`config.mk`:
```
export PLATFORM = sky130hd
export DESIGN_NAME = uart_rx_flat
export DESIGN_NICKNAME = d
export VERILOG_FILES = /design/src/rtl/uart_pkg.sv /design/src/rtl/uart_rx_if.sv /design/src/rtl/uart_sync2.sv /design/src/rtl/uart_rx.sv /design/src/flat_wrapper.sv
export SDC_FILE = /design/constraint.sdc
export NUM_CORES = 1
export LEC_CHECK = 0
export BUFFER_PORTS_ARGS = -buffer_cell sky130_fd_sc_hd__buf_2
export CELL_PAD_IN_SITES_DETAIL_PLACEMENT = 1
export CELL_PAD_IN_SITES_GLOBAL_PLACEMENT = 2
export CORE_UTILIZATION = 25
export CTS_CLUSTER_SIZE = 10
export DETAILED_ROUTE_END_ITERATION = 12
export PLACE_DENSITY = 0.6
export SLEW_MARGIN = 20
export SYNTH_ARGS = -nofsm -noshare
export SYNTH_HDL_FRONTEND = slang
export SYNTH_HIERARCHICAL = 1
export SYNTH_SLANG_ARGS = --single-unit
```
`constraint.sdc`:
```
create_clock -name clk -period 2.1 [get_ports clk]
set_input_delay 0.105 -clock clk [delete_from_list [all_inputs] [get_ports clk]]
set_output_delay 0.105 -clock clk [all_outputs]
set_load 0.005 [all_outputs]
```
`src/rtl/uart_pkg.sv`:
```
// uart_pkg: shared receiver state type and oversampling constants
package uart_pkg;

   typedef enum logic [2:0] {IDLE, START, DATA, PARITY, STOP} uart_rx_state_t;

   localparam int         OVERSAMPLE = 16;
   localparam logic [3:0] MID_TICK   = 4'd7;
   localparam logic [3:0] LAST_TICK  = 4'(OVERSAMPLE - 1);

endpackage

```
`src/rtl/uart_rx_if.sv`:
```
// uart_rx_if: received-frame valid/ready port with per-frame error flags
interface uart_rx_if #(
   parameter int DATA_BITS = 8
);

   logic [DATA_BITS-1:0] rx_data;
   logic                 rx_valid;
   logic                 rx_ready;
   logic                 parity_err;
   logic                 frame_err;

   modport master (output rx_data, rx_valid, parity_err, frame_err, input rx_ready);
   modport slave  (input rx_data, rx_valid, parity_err, frame_err, output rx_ready);

endinterface

```
`src/rtl/uart_sync2.sv`:
```
// uart_sync2: two-flop synchroniser with a selectable reset value
module uart_sync2 #(
   parameter logic RST_VAL = 1'b1
) (
   input  logic clk,
   input  logic arst_n,
   input  logic d,
   output logic q
);

   logic m;

   // both stages load the reset value so an idle-high line stays idle through reset
   always_ff @(posedge clk)
      if (!arst_n) {q, m} <= {2{RST_VAL}};
      else         {q, m} <= {m, d};

endmodule

```
`src/rtl/uart_rx.sv`:
```
// uart_rx: 16x-oversampled UART receiver with valid/ready output and per-frame error flags
module uart_rx
   import uart_pkg::*;
#(
   parameter int DATA_BITS = 8
) (
   input  logic      clk,
   input  logic      arst_n,
   input  logic      rx_clk_en,
   input  logic      active,
   input  logic      parity_en,
   input  logic      parity_odd,
   input  logic      rx,
   uart_rx_if.master rxo,
   output logic      overrun,
   output logic      busy
);

   localparam logic [2:0] LAST_IDX = 3'(DATA_BITS - 1);

   uart_rx_state_t       state;
   logic [3:0]           tcnt;
   logic [2:0]           idx;
   logic [DATA_BITS-1:0] shreg;
   logic                 perr;
   logic                 rx_s;
   logic                 tick_mid;
   logic                 tick_last;
   logic                 done;
   logic                 load;

   uart_sync2 #(.RST_VAL(1'b1)) u_sync (
      .clk    (clk),
      .arst_n (arst_n),
      .d      (rx),
      .q      (rx_s)
   );

   // sample-point strobes, frame completion and whether the completed frame can be stored
   always_comb begin
      tick_mid  = rx_clk_en && tcnt == MID_TICK;
      tick_last = rx_clk_en && tcnt == LAST_TICK;
      done      = active && state == STOP && tick_last;
      load      = done && (!rxo.rx_valid || rxo.rx_ready);
   end

   assign busy = state != IDLE;

   // receive FSM: tick counting, mid-bit sampling and the output holding register
   always_ff @(posedge clk) begin
      if (!arst_n) begin
         state          <= IDLE;
         tcnt           <= '0;
         idx            <= '0;
         shreg          <= '0;
         perr           <= 1'b0;
         overrun        <= 1'b0;
         rxo.rx_data    <= '0;
         rxo.rx_valid   <= 1'b0;
         rxo.parity_err <= 1'b0;
         rxo.frame_err  <= 1'b0;
      end else begin
         overrun <= done && !load;
         if (load) begin
            rxo.rx_data    <= shreg;
            rxo.parity_err <= perr;
            rxo.frame_err  <= ~rx_s;
            rxo.rx_valid   <= 1'b1;
         end else if (rxo.rx_valid && rxo.rx_ready) begin
            rxo.rx_valid <= 1'b0;
         end
         if (rx_clk_en) tcnt <= tcnt + 4'd1;
         if (!active) begin
            state <= IDLE;
            tcnt  <= '0;
         end else begin
            case (state)
               IDLE:
                  if (!rx_s) begin
                     state <= START;
                     tcnt  <= '0;
                  end
               START:
                  if (tick_mid) begin
                     state <= rx_s ? IDLE : DATA;
                     tcnt  <= '0;
                     idx   <= '0;
                     perr  <= 1'b0;
                  end
               DATA:
                  if (tick_last) begin
                     shreg <= {rx_s, shreg[DATA_BITS-1:1]};
                     idx   <= idx + 3'd1;
                     if (idx == LAST_IDX) state <= parity_en ? PARITY : STOP;
                  end
               PARITY:
                  if (tick_last) begin
                     perr  <= ^shreg ^ rx_s ^ parity_odd;
                     state <= STOP;
                  end
               STOP:
                  if (tick_last) state <= IDLE;
               default:
                  state <= IDLE;
            endcase
         end
      end
   end

endmodule
```
`src/flat_wrapper.sv`:
```
// flat-port wrapper written by rule: the top's interface ports become plain ports
module uart_rx_flat import uart_pkg::*;
#(
   parameter int DATA_BITS = 8
)
  (clk, arst_n, rx_clk_en, active, parity_en, parity_odd, rx, overrun, busy, rxo_rx_data, rxo_rx_valid, rxo_parity_err, rxo_frame_err, rxo_rx_ready);
  uart_rx_if #(.DATA_BITS(DATA_BITS)) rxo_i ();
  input  logic clk;
  input  logic arst_n;
  input  logic rx_clk_en;
  input  logic active;
  input  logic parity_en;
  input  logic parity_odd;
  input  logic rx;
  output logic overrun;
  output logic busy;
  output wire logic [$bits(rxo_i.rx_data)-1:0] rxo_rx_data;
  output wire logic [$bits(rxo_i.rx_valid)-1:0] rxo_rx_valid;
  output wire logic [$bits(rxo_i.parity_err)-1:0] rxo_parity_err;
  output wire logic [$bits(rxo_i.frame_err)-1:0] rxo_frame_err;
  input wire logic [$bits(rxo_i.rx_ready)-1:0] rxo_rx_ready;
  assign rxo_rx_data = rxo_i.rx_data;
  assign rxo_rx_valid = rxo_i.rx_valid;
  assign rxo_parity_err = rxo_i.parity_err;
  assign rxo_frame_err = rxo_i.frame_err;
  assign rxo_i.rx_ready = rxo_rx_ready;
  uart_rx #(.DATA_BITS(DATA_BITS)) u_core (.clk(clk), .arst_n(arst_n), .rx_clk_en(rx_clk_en), .active(active), .parity_en(parity_en), .parity_odd(parity_odd), .rx(rx), .rxo(rxo_i), .overrun(overrun), .busy(busy));
endmodule
```
-- Word level (Yosys, flattened, before mapping)
Index checks and enable logic that the tools add are counted.
- add/sub/neg operators: 2
- equality and inequality tests: 13
- mux-type cells: 21
- bitwise operators: 3
- reduce and logical (&&, ||, !) cells: 21
- operators with widths (cell ; count):
    $mux 3 ; 9
    $pmux 3 s5 ; 1
    $mux 4 ; 3
    $ne 2x1->1 const B ; 5
    $pmux 4 s2 ; 1
    $reduce_and 4->1 ; 2
    $reduce_xor 8->1 ; 1
    $logic_and 1x1->1 ; 7
    $eq 3x2->1 const B ; 2
    $eq 3x3->1 const B ; 2
    $pmux 3 s2 ; 1
    $reduce_and 6->1 ; 1
    $reduce_bool 2->1 ; 3
    $add 4x1->4 const B ; 1
    $eq 4x3->1 const B ; 1
    $eq 4x4->1 const B ; 1
    $mux 1 ; 4
    $add 3x1->3 const B ; 1
    $eq 3x1->1 const B ; 1
    $logic_not 3->1 ; 1
    $reduce_and 3->1 ; 1
    $reduce_bool 3->1 ; 1
    $logic_not 1->1 ; 2
    $mux 2 ; 1
    6 further kinds ; 7
- register bits: 33
- bits of input ports: 8
- output and inout port bits: 13
- logic and storage cells: 72

-- Logic depth before layout (Yosys ltp)
- depth in word-level cells: 6
- mapped depth: 6
- mapped depth without buffers: 6

-- By module
The synthesis kept the hierarchy.
- modules (own cells, without submodules) (module ; times used ; cells an instance ; area each (um^2) ; sequential area each (um^2)):
    uart_rx ; 1 ; 155 ; 1476.4 ; 620.6
    uart_sync2 ; 1 ; 4 ; 52.6 ; 40.0

-- Worst setup path after synthesis
OpenSTA, ideal clock, no wires.
- kind: flip-flop to flip-flop
- start: register u_core.idx[0]
- end: register u_core.state[1]
- setup time: 0.140 ns
- data arrival time: 1.453 ns
- data required time: 1.960 ns
- path slack: 0.506 ns
- stages on the path, launching flop included: 7
- buffers on the path: 0
- period minus slack after synthesis: 1.594 ns
- cell sequence: dfxtp_1 > ha_1 > ha_1 > or4b_1 > o41a_2 > a31oi_1 > a311oi_1
- word-level cells in the longest chain between the ends: 3
- ends and longest elaborated chain (element ; RTL line ; source):
    start: declaration ; uart_rx.sv:23 ; logic [2:0] idx;
    start signal: assignment ; uart_rx.sv:93 ; idx <= idx + 3'd1;
    $eq 3x3->1 ; uart_rx.sv:94 ; if (idx == LAST_IDX) state <= parity_en ? PARITY : STOP;
    $ne 2x1->1 (no line) ; -- ;
    $reduce_and 6->1 (no line) ; -- ;
    end signal: assignment ; uart_rx.sv:85 ; state <= rx_s ? IDLE : DATA;
    end signal: assignment ; uart_rx.sv:94 ;
    end: declaration ; uart_rx.sv:21 ; uart_rx_state_t state;
No other way between the ends.
A chain may end at the register's enable or synchronous reset.

-- Worst setup path in the final report
- start: register u_core.tcnt[1]
- end: register u_core.tcnt[0]
- word-level cells in the longest chain between the ends: 4
- ends and longest elaborated chain (element ; RTL line ; source):
    start: declaration ; uart_rx.sv:22 ; logic [3:0] tcnt;
    start signal: assignment ; uart_rx.sv:72 ; if (rx_clk_en) tcnt <= tcnt + 4'd1;
    $eq 4x3->1 ; uart_rx.sv:41 ; tick_mid = rx_clk_en && tcnt == MID_TICK;
    $logic_and 1x1->1 ; uart_rx.sv:41 ;
    $mux 4 ; uart_rx.sv:84 ; if (tick_mid) begin
    $pmux 4 s2 ; uart_rx.sv:77 ; case (state)
No other way between the ends.

==> summary.txt <==
Outcome
  • Status: finished, final reports clean

Worst setup path
  • Startpoint Class: register
  • Worst endpoint required time: 2.24 ns
  • Crit end category: register
  • CP max stage delay: 0.54 ns
  • Crit path cell chain: ha_1 -> and4b_1 -> a21oi_1 -> o311ai_1 -> nor2_1
  • CP arrival: 1.88 ns
  • Critical path class: reg -> reg
  • Slowest stage cell on the critical path: o311ai_1
  • Max Fanout on Critical Path: 5

Die
  • IO Count: 21
  • Chip Width: 80.2 µm
  • DIE AREA: 6430 µm²
  • Row count: 28
  • Core ar.: 5920 µm²
  • Die height: 80.2 µm
  • Initial Utilization: 25.8%

STA
  • Worst rel slew slack: 50.5%
  • Layout Skew: 0.00414 ns
  • # setup viols final: 0
  • Final Hold Fails: 0
  • Period Utilization, post-route: 82.5%
  • RSZ-0062 raised after global routing: false
  • Tmin final: 1.73 ns
  • Sum Neg Setup Slack: 0 ns
  • Fmax: 577 MHz
  • Worst Tran Pin Value: 0.742 ns
  • Final Slew Violations: 0

Detailed routing
  • Post-route ant nets: 0
  • Initial detailed-routing violation count: 38
  • Routed Wire Length: 3.43 mm
  • DR WL/cell: 13.5 µm
  • DR vias/cell: 4.64
  • Vias: 1,184
  • Total iterations of the first detailed-routing run: 4
  • Drt drc: 0

Power and ir drop
  • Power per cell area: 726 nW/µm²
  • Static Leak: 0.841 nW
  • Peak VDD IR: 0.000275 V
  • Total Power Consumption: 1.31 mW

CTS
  • Worst skew pair latency: 0.28 ns
  • CTS tree: done
  • CTS root buf: clkbuf_8
  • Clock Path Buffers: 2
  • # clock sinks: 33
  • CTS resizes: 0
  • CTS Buf Count: 5
  • H-tree depth: 2
  • Register clock-pin slew on the reported worst setup and hold paths: 0.07 ns

Global route
  • GRT Residual Overflow: 0
  • First-pass GRT wire length: 5.62 mm
  • Tot GR Track Use: 11.6%
  • Largest net degree at the start of global routing: 24
  • Via count of the first global-routing pass: 1,159
  • Antenna violations before repair: 0

Finish
  • P&R area growth vs syn: 18.0%
  • Antenna diodes: 0
  • Nets: 190
  • Share of layout cells above drive strength 1: 20.0%
  • Final instance area: 1800 µm²

Synthesis
  • Yosys cell types: 42
  • Number of synthesized register bits: 33
  • Syn Std Cell Area: 1530 µm²
  • Post-Syn Area per Cell: 9.62 µm²
  • Syn_nets: 170
  • Mapped Cells: 159
  • Synth Warn #: 6
  • Post-synthesis sequential area ratio: 43.2%

Place
  • GPL Wtd Cong: 0.726
  • DP Area: 1680 µm²
  • Port bufs: 20
  • HPWL Detailed: 2.42 mm

Run
  • Max-cap violations: 0

Worst hold path
  • Tightest Hold Check Type: in -> reg
[power by group]
| group | internal (mW) | switching [mW] |
|---|---|---|
| logic | 0.0229 | 0.0305 |
| clock network | 0.387 | 0.231 |
| registers | 0.630 | 0.00809 |
| total | 1.04 | 0.270 |
[kinds of logic after synthesis]
kind of cell | Yosys count | share of synthesized area (%)
xor+xnor | 11 | 7.20
flops | 33 | 43.2
compound gates | 18 | 8.35
fa+ha+maj | 3 | 2.46
simple gates | 60 | 20.7
mux | 20 | 13.2
buf+inv | 14 | 4.91
[cells in the mapped netlist]
master / instances / area, µm²
or3b_1: 1 / 8.76
a31oi_1: 1 / 6.26
a21o_1: 1 / 7.51
nor2_1: 24 / 90.1
or3_1: 1 / 6.26
o221ai_1: 1 / 8.76
o41a_2: 1 / 12.5
inv_2: 1 / 3.75
buf_2: 6 / 30.0
nand2_1: 7 / 26.3
mux2i_1: 19 / 190
buf_6: 2 / 22.5
o311ai_1: 1 / 8.76
a21oi_1: 6 / 30.0
dfxtp_1: 33 / 661
inv_1: 3 / 11.3
nor2_2: 1 / 6.26
o2111ai_1: 1 / 8.76
mux2_2: 1 / 11.3
ha_1: 3 / 37.5
nand3_1: 1 / 5.00
xor2_1: 3 / 26.3
and4_1: 1 / 8.76
nor4_1: 1 / 6.26
and4b_1: 1 / 10.0
or4b_1: 1 / 10.0
o21ai_0: 2 / 10.0
or2_0: 1 / 6.26
xnor3_1: 1 / 22.5
a21oi_2: 1 / 8.76
xnor2_1: 7 / 61.3
a211oi_2: 1 / 12.5
nand3b_1: 2 / 15.0
nand4_1: 9 / 56.3
nor2b_1: 1 / 6.26
clkbuf_1: 2 / 7.51
a311oi_1: 1 / 8.76
nor3_1: 1 / 5.00
and2_1: 1 / 6.26
nand2b_1: 5 / 31.3
o21ai_1: 1 / 5.00
nor3b_2: 1 / 12.5
[final cells by class]
cell class | instances | area [µm²]
multi-input cells | 112 | 793
fillers | 664 | 4120
repair buffers | 23 | 125
flip-flops and latches | 33 | 661
well taps | 75 | 93.8
clock inverters | 1 | 30.0
inverters | 4 | 15.0
clock buffers | 7 | 86.3
[stage by stage]
| stage | hold WS, ns | utilization (%) | cells | setup slack (ns) |
|---|---|---|---|---|
| floorplan | 0.178 | - | 159 | 0.506 |
| global placement | 0.287 | 28.3 | 246 | 0.429 |
| detailed placement | 0.295 | 28.3 | 246 | 0.372 |
| CTS | 0.0645 | 30.5 | 255 | 0.357 |
| global route | 0.0740 | 30.5 | 255 | 0.156 |
| finish | 0.0726 | 30.5 | 255 | 0.367 |
[layout by cell type, fill, tap and decap left out, types with 2 or more instances in the layout]
cell	instances
dfxtp_1	33
nor2_1	24
buf_2	20
mux2i_1	19
nand4_1	9
nand2_1	7
xnor2_1	7
clkbuf_8	6
a21oi_1	6
nand2b_1	5
inv_1	3
xor2_1	3
ha_1	3
o21ai_0	2
nand3b_1	2
buf_4	2
[worst paths after layout]
kind,start,end,slack [ns],cells past startpoint
worst min-delay path,arst_n,u_core/u_sync/q,0.07,2
worst max register to register,u_core/tcnt[1],u_core/tcnt[0],0.37,5
worst max-delay path,u_core/tcnt[1],u_core/tcnt[0],0.37,5
worst min register to register,u_core/u_sync/m,u_core/u_sync/q,0.41,1
[registers in the layout (all words and copies together) (netlist names)]
| name | cells |
|---|---|
| u_core/rxo.rx_data | 8 |
| u_core/shreg | 8 |
| u_core/tcnt | 4 |
| u_core/idx | 3 |
| u_core/state | 3 |
| u_core/overrun | 1 |
| u_core/perr | 1 |
| u_core/rxo.frame_err | 1 |
| u_core/rxo.parity_err | 1 |
| u_core/rxo.rx_valid | 1 |
| u_core/u_sync/m | 1 |
| u_core/u_sync/q | 1 |
[metal layers]
| metal | GRT usage, % | wire (µm) | share of wire (%) | up-vias |
|---|---|---|---|---|
| met5 | 0 | 0 | 0 | - |
| met3 | 3.75 | 147 | 4.3 | 4 |
| met1 | 15.2 | 1680 | 49 | 566 |
| li1 | - | - | - | 592 |
| met4 | 4.82 | 39 | 1.1 | 0 |
| met2 | 17.5 | 1570 | 46 | 22 |
[timing repair]
item / 4_1_cts / 5_1_grt
hold endpoints to repair: 1 / 0
hold buffers: 1 / 0
setup buffers: 0 / 0
[critical path: cells and delay by family (launching register included)]
family          cells  cell delay, ns
simple gates        2            0.36
compound gates      2            0.62
fa+ha+maj           1            0.25
flops               1            0.38
Note: power is estimated with default switching activity, not from simulation.
